`src/rtl/kitchen_timer_sequencer.sv`:
```
// kitchen_timer_sequencer: start/pause/stop sequencing, min:sec countdown, 1 s prescaler and alarm timing.
module kitchen_timer_sequencer #(
  parameter int TICK_DIV  = 50_000_000,
  parameter int ALARM_SEC = 10
) (
  input  logic       clk,
  input  logic       rst,
  input  logic       start,
  input  logic       stop,
  input  logic [1:0] mode_sel,
  output logic [1:0] min_count,
  output logic [5:0] sec_count,
  output logic       running,
  output logic       paused,
  output logic       alarm,
  output logic       done_pulse
);
  localparam int PW = $clog2(TICK_DIV);
  localparam int AW = $clog2(ALARM_SEC + 1);
  localparam logic [PW-1:0] PRE_MAX = PW'(TICK_DIV - 1);
  localparam logic [AW-1:0] ACNT_MAX = AW'(ALARM_SEC - 1);
  typedef enum logic [1:0] {IDLE, RUN, PAUSE, ALARM} state_t;
  state_t state_q, state_d;
  logic [1:0] min_q, min_d;
  logic [5:0] sec_q, sec_d;
  logic [PW-1:0] pre_q, pre_d, pre_inc;
  logic [AW-1:0] acnt_q, acnt_d;
  logic running_q, running_d, paused_q, paused_d, alarm_q, alarm_d, done_q, done_d;
  logic tick;
  always_comb begin
    state_d = state_q;
    min_d = min_q;
    sec_d = sec_q;
    pre_d = pre_q;
    acnt_d = acnt_q;
    tick = pre_q == PRE_MAX;
    pre_inc = tick ? '0 : pre_q + PW'(1);
    case (state_q)
      IDLE: if (start && !stop && mode_sel != 2'd0) begin
        state_d = RUN;
        min_d = mode_sel;
        sec_d = '0;
        pre_d = '0;
      end
      RUN: if (stop) begin
        state_d = IDLE;
        min_d = '0;
        sec_d = '0;
        pre_d = '0;
      end else if (start) begin
        state_d = PAUSE;
      end else begin
        pre_d = pre_inc;
        if (tick) begin
          sec_d = sec_q == 6'd0 ? 6'd59 : sec_q - 6'd1;
          min_d = sec_q == 6'd0 ? min_q - 2'd1 : min_q;
          // Only 0:01 can decrement to 0:00, so that is the sole alarm entry.
          if (min_q == 2'd0 && sec_q == 6'd1) begin
            state_d = ALARM;
            acnt_d = '0;
          end
        end
      end
      PAUSE: if (stop) begin
        state_d = IDLE;
        min_d = '0;
        sec_d = '0;
        pre_d = '0;
      end else if (start) begin
        state_d = RUN;
      end
      ALARM: if (stop) begin
        state_d = IDLE;
        pre_d = '0;
        acnt_d = '0;
      end else begin
        pre_d = pre_inc;
        if (tick) begin
          acnt_d = acnt_q + AW'(1);
          if (acnt_q == ACNT_MAX) begin
            state_d = IDLE;
            pre_d = '0;
            acnt_d = '0;
          end
        end
      end
      default: begin
        state_d = IDLE;
        min_d = '0;
        sec_d = '0;
        pre_d = '0;
        acnt_d = '0;
      end
    endcase
    running_d = state_d == RUN;
    paused_d = state_d == PAUSE;
    alarm_d = state_d == ALARM;
    done_d = state_q == RUN && state_d == ALARM;
  end
  always_ff @(posedge clk or posedge rst) begin
    if (rst) begin
      state_q <= IDLE;
      min_q <= '0;
      sec_q <= '0;
      pre_q <= '0;
      acnt_q <= '0;
      running_q <= 1'b0;
      paused_q <= 1'b0;
      alarm_q <= 1'b0;
      done_q <= 1'b0;
    end else begin
      state_q <= state_d;
      min_q <= min_d;
      sec_q <= sec_d;
      pre_q <= pre_d;
      acnt_q <= acnt_d;
      running_q <= running_d;
      paused_q <= paused_d;
      alarm_q <= alarm_d;
      done_q <= done_d;
    end
  end
  assign min_count = min_q;
  assign sec_count = sec_q;
  assign running = running_q;
  assign paused = paused_q;
  assign alarm = alarm_q;
  assign done_pulse = done_q;
endmodule
```
`config.mk`:
```
export PLATFORM = sky130hd
export DESIGN_NAME = kitchen_timer_sequencer
export DESIGN_NICKNAME = d
export VERILOG_FILES = /design/src/rtl/kitchen_timer_sequencer.sv
export SDC_FILE = /design/constraint.sdc
export NUM_CORES = 1
export LEC_CHECK = 0
export BUFFER_PORTS_ARGS = -buffer_cell sky130_fd_sc_hd__buf_2
export CORE_AREA = 2 2 92 94
export CTS_BUF_LIST = sky130_fd_sc_hd__clkbuf_16
export CTS_CLUSTER_DIAMETER = 60
export DETAILED_ROUTE_END_ITERATION = 10
export DIE_AREA = 0 0 94 96
export GPL_TIMING_DRIVEN = 0
export PLACE_DENSITY_LB_ADDON = 0.15
export SYNTH_ARGS = -nofsm -noshare
export SYNTH_HDL_FRONTEND = slang
export SYNTH_SLANG_ARGS = --single-unit
```
`constraint.sdc`:
```
create_clock -name clk -period 4.05 [get_ports clk]
set_clock_uncertainty 0.15 [all_clocks]
set_input_delay 0.2025 -clock clk [delete_from_list [all_inputs] [get_ports clk]]
set_output_delay 0.2025 -clock clk [all_outputs]
set_load 0.01 [all_outputs]
```
==> impl_metrics.toml, run 1 <==
[setup_path]
required_ps = 4110
r2r_slack_ps = 1590
criticalPathCategory = "register to register"
rr_worst_depth = 8
path_max_fanout = 10
worst_ep_arrival_time_ps = 2520
worst_setup_path_end_kind = "register"
startpoint_type = "register"

[logic_synthesis]
synthCells = 298
synth_compound_area_share_pct = 20.56
synthMuxAreaShare_pct = 1.808
syn_area_per_cell_um2 = 9.292
ys.flop_type = "dfrtp_1"
synth_top_area_share_pct = 39.77
ys_top_cells_by_area = "dfrtp_1 (40%), ha_1 (5.0%), a21oi_1 (4.9%)"
ys_seq_area_share_pct = 39.77
yosys_warnings = 0
yosys.area_share.xor_xnor_pct = 1.265
synth_top_family_by_area = "simple AND/OR/NAND/NOR gates"
synthDistinctLibCells = 57
synth_seq_cells = 44
synth-simple-area-share_pct = 27.38
netlist_area_um2 = 2769
synth_most_common_cell = "dfrtp_1"
synth_edf_count = 0
yosys.area.top_type = "dfrtp_1"
synth-adder-area-share_pct = 4.971
syn-num-nets = 315
synthTopCellsByCount = "dfrtp_1 (44), a21oi_1 (27), nand2_1 (19), o21ai_0 (19), inv_1 (18)"
async_reset_ff_share_pct = 100.0

[min_path]
hold_path.class = "primary input to register"
whs_path_depth = 3

[clock_tree]
cts_tree = "built"
clk_pin_slew_worst_paths_ps = 60
htree_levels = 2
root_buffer = "clkbuf_16"
cts_hold_buffers = 1
clkSinkCount = 44
cts_buffer_depth = 2
cts_resized = 0
post_cts.repair.setup_buffers = 0
clk_latency_ps = 280
cts_buffers = 5

[route]
antenna_left = 0
vias_per_cell = 5.503
drtPass1Iterations = 4
drt_wl_total_mm = 6.759
drc_errors = 0
routedWlPerCell_um = 15.76
vias = 2361
drt_iter0_drc = 83

[die]
die_area_um2 = 9024
num_io_pins = 18
die_h_um = 96
core-area_um2 = 8051
fp.dieW_um = 94
start_util_pct = 34.39
rows = 33

[sta]
worst_pin_slew_ps = 695.6
setup_tns_ps = 0
finalSetupViolCount = 0
max_freq_ghz = 0.4067
timing.hold.ws_ps = 95.15
maxSlewViolCount = 0
rsz0062_at_grt = "false"
worst_slack_ps = 1591
period_share_pct = 60.72
max_slew_margin_pct = 53.27
finalCriticalPeriod_ps = 2459
finalHoldViolations = 0

[global_route]
grt_pass1_vias = 2347
grt_pass1_wl_mm = 11.59
grt-ovfl-total = 0
grt_max_degree = 26
grtUsageTotal_pct = 16.27
antenna_found_initial = 0

[cells_and_area]
post-route-util_pct = 39.16
final_area_um2 = 3153
finalNetCount = 341
final_cell_count_no_fill = 429
drive_above_1_share_pct = 16.05
insertedDiodeCount = 0
area_delta_synth_final_pct = 13.87

[placed_design]
place_inst = 421
portBuffers = 17
pre_cts_slack_ps = 1592
dpl-instance-area_um2 = 3005
gp_congestion = 0.8411
place_hpwl_mm = 4.894

[pwr]
vdd_drop_max_mv = 0.2138
powerDensity_nw_per_um2 = 407.7
fin_total_pwr_mw = 1.285
p_leak_nw = 1.310

[flow_run]
cap_violations = 0

[status]
status = "complete, no violations"
-- per-layer routing --
layer	GRT usage [%]	vias to the layer above	share of wire, %
li1	-	1167	-
met1	21.35	1155	48
met2	27.38	34	49
met3	3.524	5	2.2
met4	4.106	0	1.1
met5	0	-	0
-- where the power goes --
group / switching (mW) / leakage (nW) / internal [mW] / total, mW
logic: 0.260 / 0.636 / 0.138 / 0.398
clock network: 0.174 / 0.0657 / 0.224 / 0.398
registers: 0.0210 / 0.608 / 0.469 / 0.490
total: 0.454 / 1.31 / 0.831 / 1.29
-- registers in the layout, indices dropped and copies added, names as in the netlist --
register / flops
sec_count: 6
alarm: 1
paused: 1
acnt_q: 4
running: 1
min_count: 2
pre_q: 26
state_q: 2
done_pulse: 1
-- logic make-up (layout without fill, tap and decap cells) --
| logic type | after synthesis | after routing |
|---|---|---|
| buf+inv | 28 | 54 |
| flops | 44 | 44 |
| simple gates | 120 | 120 |
| xor+xnor | 4 | 4 |
| mux | 5 | 5 |
| compound gates | 86 | 86 |
| fa+ha+maj | 11 | 11 |
-- cell usage in the layout, fill, tap and decap left out, types with 2 or more instances in the layout --
master,n
nor3_1,6
a21oi_1,27
nand3_1,12
o31ai_1,14
nor4_1,3
a21o_1,2
nor2b_1,5
o21bai_1,3
buf_2,23
nand2_1,19
clkbuf_1,2
or4_1,10
ha_1,11
and3_1,4
nand4_1,10
nor2_1,14
o21ai_0,19
dfrtp_1,44
a31oi_1,5
nand2b_1,3
and2_1,3
a211oi_2,2
inv_1,17
or3_1,9
nor3b_1,2
clkbuf_16,5
xor2_1,4
nand4_4,2
mux2i_1,5
and4_1,6
-- layout make-up --
cell class / instances / area [um^2]
fill: 836 / 4898
multi-input combinational: 226 / 1550
sequential: 44 / 1101
tap: 105 / 131.4
clock buffer: 5 / 125.1
timing repair buffer: 19 / 115.1
inverter: 18 / 67.56
buffer: 10 / 50.05
clock inverter: 2 / 12.51
-- final timing paths --
kind | from | end
setup reg to reg | state_q[1] | pre_q[23]
hold / removal | mode_sel[1] | min_count[1]
hold reg to reg | pre_q[1] | pre_q[1]
setup / recovery | state_q[1] | pre_q[23]
max in group asynchronous | rst | pre_q[7]
min in group asynchronous | rst | pre_q[3]
-- worst max-delay path: stages, from the launching register on --
cell and delay [ps]:
dfrtp_1 410, inv_1 120, ha_1 300, nor2b_2 410
nand2_2 220, nand4_4 220, buf_2 280, o31ai_1 120
a21oi_1 140
No activity file was read; power rests on OpenSTA's default activity.
==> run 2: changes to the inputs <==
--- a/config.mk
+++ b/config.mk
@@ -5,12 +5,13 @@
 export SDC_FILE = /design/constraint.sdc
 export NUM_CORES = 1
 export LEC_CHECK = 0
+export ABC_AREA = 1
 export BUFFER_PORTS_ARGS = -buffer_cell sky130_fd_sc_hd__buf_2
-export CORE_AREA = 2 2 92 94
+export CORE_AREA = 2 2 93 95
 export CTS_BUF_LIST = sky130_fd_sc_hd__clkbuf_16
 export CTS_CLUSTER_DIAMETER = 60
 export DETAILED_ROUTE_END_ITERATION = 10
-export DIE_AREA = 0 0 94 96
+export DIE_AREA = 0 0 95 97
 export GPL_TIMING_DRIVEN = 0
 export PLACE_DENSITY_LB_ADDON = 0.15
 export SYNTH_ARGS = -nofsm -noshare
==> constraint.sdc (replaced) <==
create_clock -name clk -period 2.19 [get_ports clk]
set_clock_uncertainty 0.15 [all_clocks]
set_input_delay 0.1095 -clock clk [delete_from_list [all_inputs] [get_ports clk]]
set_output_delay 0.1095 -clock clk [all_outputs]
set_load 0.01 [all_outputs]
==> impl_metrics.toml, run 2 <==
[status]
status = "complete, no violations"

[sta]
finalCriticalPeriod_ps = 2010
max_slew_margin_pct = 74.45
finalSetupViolCount = 0
worst_slack_ps = 180.5
maxSlewViolCount = 0
finalHoldViolations = 0
period_share_pct = 91.76
worst_pin_slew_ps = 380.3
timing.hold.ws_ps = 57.89
max_freq_ghz = 0.4976
setup_tns_ps = 0

[setup_path]
worstSetupStartpoint = "state_q[1]"
rr_worst_depth = 9
path_max_fanout = 10
worst_ep_arrival_time_ps = 2020
r2r_slack_ps = 180
reg2reg_from = "state_q[1]"
cp-endpoint = "pre_q[7]"
startpoint_type = "register"
critPathBufInv = 4
cp_num_cells = 9
criticalPathCategory = "register to register"
crit_top_cell = "buf_4"
crit_family = "buffers and inverters"
required_ps = 2200
reg2reg_to = "pre_q[7]"
slowest_stage = "dfrtp_1"
crit_chain = "buf_4 > ha_1 > o21ai_2 > nand2_4 > buf_4 > buf_4 > nor2_4 > buf_4 > nor3b_2"
worst_setup_path_end_kind = "register"
max_stage_delay_ps = 380

[placed_design]
portBuffers = 17
place_hpwl_mm = 4.721
gp_congestion = 0.8206
pre_cts_slack_ps = -13.02
place_inst = 488

[clock_tree]
cts_buffer_depth = 2
cts_buffers = 5
htree_levels = 2
clkSinkCount = 44
clk_latency_ps = 290
clk_pin_slew_worst_paths_ps = 70
root_buffer = "clkbuf_16"
cts_tree = "built"

[logic_synthesis]
synth_top_area_share_pct = 38.89
yosys_warnings = 0
ys_top_cells_by_area = "dfrtp_1 (39%), nand2_1 (9.7%), nor2_1 (5.6%)"
synthDistinctLibCells = 37
ys.flop_type = "dfrtp_1"
syn-num-nets = 382
async_reset_ff_share_pct = 100.0
synthTopCellsByCount = "nand2_1 (73), dfrtp_1 (44), nor2_1 (42), inv_1 (39), nand3_1 (24)"
ys_seq_area_share_pct = 38.89
yosys.area.top_type = "dfrtp_1"
synth_edf_count = 0
netlist_area_um2 = 2831
syn_area_per_cell_um2 = 7.757
synth_most_common_cell = "nand2_1"
synth_seq_cells = 44
synthCells = 365

[route]
drt_iter0_drc = 95
antenna_left = 0
drc_errors = 0
routedWlPerCell_um = 12.26
vias_per_cell = 4.744
vias = 2405
drt_wl_total_mm = 6.215
drtPass1Iterations = 4

[pwr]
p_sw_mw = 1.368
power.share.sequential_pct = 30.2
pwr-share-clk_pct = 25.7
fin_total_pwr_mw = 3.352
vdd_drop_max_mv = 0.4792
p_comb_share_pct = 44.1
p_leak_nw = 1.572
powerDensity_nw_per_um2 = 1006
p_sw_share_pct = 40.80
intPower_mw = 1.984

[cells_and_area]
area_delta_synth_final_pct = 17.72
final_cell_count_no_fill = 507
finalNetCount = 418
insertedDiodeCount = 0
top_register = "pre_q"
layout_commonest_cell = "nand2_1"
drive_above_1_share_pct = 23.13
mostFrequentLayoutCells = "nand2_1 (73), dfrtp_1 (44), nor2_1 (40)"
largest_reg_flops = 26

[global_route]
grtUsageTotal_pct = 15.11
antenna_found_initial = 0
grt_pass1_vias = 2340
grt_max_degree = 33
grt-ovfl-total = 0
grt_pass1_wl_mm = 10.99

[die]
start_util_pct = 34.81
die_area_um2 = 9215
core-area_um2 = 8134
num_io_pins = 18
fp.dieW_um = 95
die_h_um = 97
rows = 33

[flow_run]
cap_violations = 0

[min_path]
hold_path.class = "primary input to register"
## run 2: power groups by stage
stage                     combinational, mW  clock, mW  sequential (mW)
after floorplan                       0.990          0             1.05
after global placement                 1.36          0             1.04
after detailed placement               1.37          0             1.04
after CTS                              1.41      0.888             1.02
after global routing                   1.67      0.922             1.03
final                                  1.48      0.862             1.01
## run 2: per-stage QoR
stage	instance area (um^2)	util, %
2_1_floorplan	2831	-
3_3_place_gp	3048	37.47
3_5_place_dp	3068	37.72
4_1_cts	3258	40.06
5_1_grt	3333	40.98
6_report	3333	40.98
## run 2: layout make-up
class	instances	area [um^2]
buffer	4	28.78
clock buffer	5	125.1
clock inverter	3	42.54
fill	840	4801
inverter	54	205.2
multi-input combinational	263	1509
sequential	44	1101
tap	105	131.4
timing repair buffer	29	190.2
## run 2: worst min-delay path by stage
stage | to | from | slack (ps) | cells past startpoint
2_1_floorplan | sec_count[3] | stop | 160 | 3
3_3_place_gp | pre_q[1] | pre_q[1] | 340 | 2
3_5_place_dp | sec_count[4] | rst | -70 | 2
4_1_cts | min_count[0] | mode_sel[0] | 50 | 5
5_1_grt | min_count[1] | mode_sel[1] | 100 | 5
6_report | min_count[0] | mode_sel[0] | 60 | 5
## run 2: cells by family after synthesis
logic type	Yosys count	share of synthesized area (%)
flops	44	38.89
fa+ha+maj	11	4.861
buf+inv	58	8.264
simple gates	194	35.13
xor+xnor	9	2.784
compound gates	49	10.08
## run 2: timing repair
| action | in CTS | in global routing |
|---|---|---|
| hold endpoints to repair | 44 | 0 |
| hold buffers | 1 | 0 |
| buffers inserted | 1 | 9 |
| cloned | 0 | 0 |
| setup endpoints to repair | 3 | 25 |
| resized for setup | 1 | 3 |
| pin swaps | 0 | 3 |
## run 2: layer usage
layer	up-vias	GRT usage, %	part of all wire (%)
met1	1100	19.36	46
met2	36	25.20	49
met5	-	0	0
met4	0	4.682	1.5
met3	7	3.193	3.1
li1	1262	-	-
## run 2: worst reg2reg max path, delay by kind of cell, from the launching register on
family / cells / cell delay (ps)
AO/OA/AOI/OAI: 1 / 180
adder cells (fa/ha/maj): 1 / 200
buffers and inverters: 4 / 690
flip-flops: 1 / 380
AND/OR/NAND/NOR: 3 / 290
==> run 3: changes to the inputs <==
--- a/config.mk
+++ b/config.mk
@@ -10,9 +10,11 @@
 export CORE_AREA = 2 2 93 95
 export CTS_BUF_LIST = sky130_fd_sc_hd__clkbuf_16
 export CTS_CLUSTER_DIAMETER = 60
+export CTS_CLUSTER_SIZE = 10
 export DETAILED_ROUTE_END_ITERATION = 10
 export DIE_AREA = 0 0 95 97
 export GPL_TIMING_DRIVEN = 0
+export MAX_ROUTING_LAYER = met4
 export PLACE_DENSITY_LB_ADDON = 0.15
 export SYNTH_ARGS = -nofsm -noshare
 export SYNTH_HDL_FRONTEND = slang
==> impl_metrics.toml, run 3 (synthesis gave the netlist of run 2 again) <==
[global_route]
grtUsageMet2_pct = 25.20
grt_busiest_layer = "met2"
globalRouteMet3Util_pct = 2.804
grt_pass1_wl_mm = 10.99
use_met1_pct = 19.46
grt-ovfl-total = 0
grt_pass1_vias = 2344
grt_max_degree = 33
grtUsageTotal_pct = 15.48
antenna_found_initial = 0

[status]
status = "complete, no violations"

[die]
die_h_um = 97
core-area_um2 = 8134
start_util_pct = 34.81
rows = 33
num_io_pins = 18
fp.dieW_um = 95
die_area_um2 = 9215

[placed_design]
portBuffers = 17
place_hpwl_mm = 4.721
pre_cts_slack_ps = -13.02
gp_congestion = 0.8329
place_inst = 488

[min_path]
hold_path.class = "primary input to register"
hold_start = "mode_sel[0]"

[clock_tree]
cts_buffer_depth = 2
htree_levels = 2
root_buffer = "clkbuf_16"
clk_latency_ps = 290
clk_pin_slew_worst_paths_ps = 70
cts_buffers = 5
clkSinkCount = 44
cts_tree = "built"

[route]
vias = 2413
antenna_left = 0
routedWlPerCell_um = 12.28
drt_iter0_drc = 86
drt_wl_total_mm = 6.227
vias_per_cell = 4.759
drtPass1Iterations = 4
drc_errors = 0

[setup_path]
reg2reg_to = "pre_q[7]"
slowest_stage = "dfrtp_1"
reg2reg_from = "state_q[1]"
worstSetupStartpoint = "state_q[1]"
required_ps = 2200
criticalPathCategory = "register to register"
startpoint_type = "register"
cp-endpoint = "pre_q[7]"
crit_chain = "buf_4 > ha_1 > o21ai_2 > nand2_4 > buf_4 > buf_4 > nor2_4 > buf_4 > nor3b_2"
worst_setup_path_end_kind = "register"
path_max_fanout = 10
rr_worst_depth = 9
crit_top_cell = "buf_4"
max_stage_delay_ps = 390
r2r_slack_ps = 170
worst_ep_arrival_time_ps = 2030

[sta]
max_freq_ghz = 0.4959
max_slew_margin_pct = 74.48
worst_pin_slew_ps = 379.8
finalHoldViolations = 0
period_share_pct = 92.08
finalCriticalPeriod_ps = 2017
finalSetupViolCount = 0
maxSlewViolCount = 0
worst_slack_ps = 173.4

[pwr]
p_leak_nw = 1.572
vdd_drop_max_mv = 0.4810
powerDensity_nw_per_um2 = 1006

[cells_and_area]
area_delta_synth_final_pct = 17.72
nFillCells = 840
finalNetCount = 418
mostFrequentLayoutCells = "nand2_1 (73), dfrtp_1 (44), nor2_1 (40)"
insertedDiodeCount = 0
final_cell_count_no_fill = 507
drive_above_1_share_pct = 23.13
top_register = "pre_q"
layout_commonest_cell = "nand2_1"
largest_reg_flops = 26

[flow_run]
cap_violations = 0
-- run 3: cell counts in the layout (fill, tap and decap cells not counted) --
Identical to the previous run, type by type.
-- run 3: where the power goes --
part           internal [mW]  leakage (nW)  switching, mW  total [mW]
Clock                  0.536        0.0814          0.329       0.866
Sequential             0.926         0.604         0.0870        1.01
Combinational          0.522         0.886          0.953        1.48
Total                   1.98          1.57           1.37        3.35
-- run 3: per-stage QoR --
| step | power (mW) | setup TNS, ps | util, % | hold WS (ps) | cell area (um^2) |
|---|---|---|---|---|---|
| final | 3.354 | 0 | 40.98 | 56.72 | 3333 |
| after global routing | 3.623 | -7.664 | 40.98 | 105.0 | 3333 |
| after CTS | 3.309 | 0 | 40.06 | 50.98 | 3258 |
| after detailed placement | 2.407 | -26.02 | 37.72 | -67.99 | 3068 |
| after global placement | 2.395 | -16.53 | 37.47 | 343.5 | 3048 |
| after floorplan | 2.043 | 0 | - | 157.0 | 2831 |
-- run 3: final cells by class --
| cell class | count | area, um^2 | area share (%) |
|---|---|---|---|
| inverters | 54 | 205.2 | 6.156 |
| multi-input cells | 263 | 1509 | 45.27 |
| repair buffers | 29 | 190.2 | 5.706 |
| well taps | 105 | 131.4 | 3.941 |
| clock buffers | 5 | 125.1 | 3.754 |
| flip-flops and latches | 44 | 1101 | 33.03 |
| plain buffers | 4 | 28.78 | 0.8634 |
| clock inverters | 3 | 42.54 | 1.276 |
-- run 3: worst max-delay path, delay by kind of cell (launching register included) --
family          cells  cell delay, ps
compound gates      1             180
fa+ha+maj           1             200
buf+inv             4             680
flops               1             390
simple gates        3             280
-- run 3: per-layer routing --
| layer | up-vias | share of wire (%) |
|---|---|---|
| met5 | - | 0 |
| met4 | 0 | 1.4 |
| met3 | 7 | 2.7 |
| met2 | 36 | 49 |
| met1 | 1106 | 47 |
| li1 | 1264 | - |
-- run 3: worst min path at each step --
stage,end,depth (start not counted),slack (ps)
floorplan,sec_count[3],3,160
global placement,pre_q[1],2,340
detailed placement,sec_count[4],2,-70
CTS,min_count[0],5,50
global route,min_count[1],5,100
finish,min_count[0],5,60
-- run 3: repair_timing --
action                                 in CTS  in global routing
resized for setup                           1                  3
setup endpoints to repair                   3                 25
hold buffers                                1                  0
pin swaps                                   0                  3
endpoints found under the hold margin      44                  0
buffers inserted                            1                  9
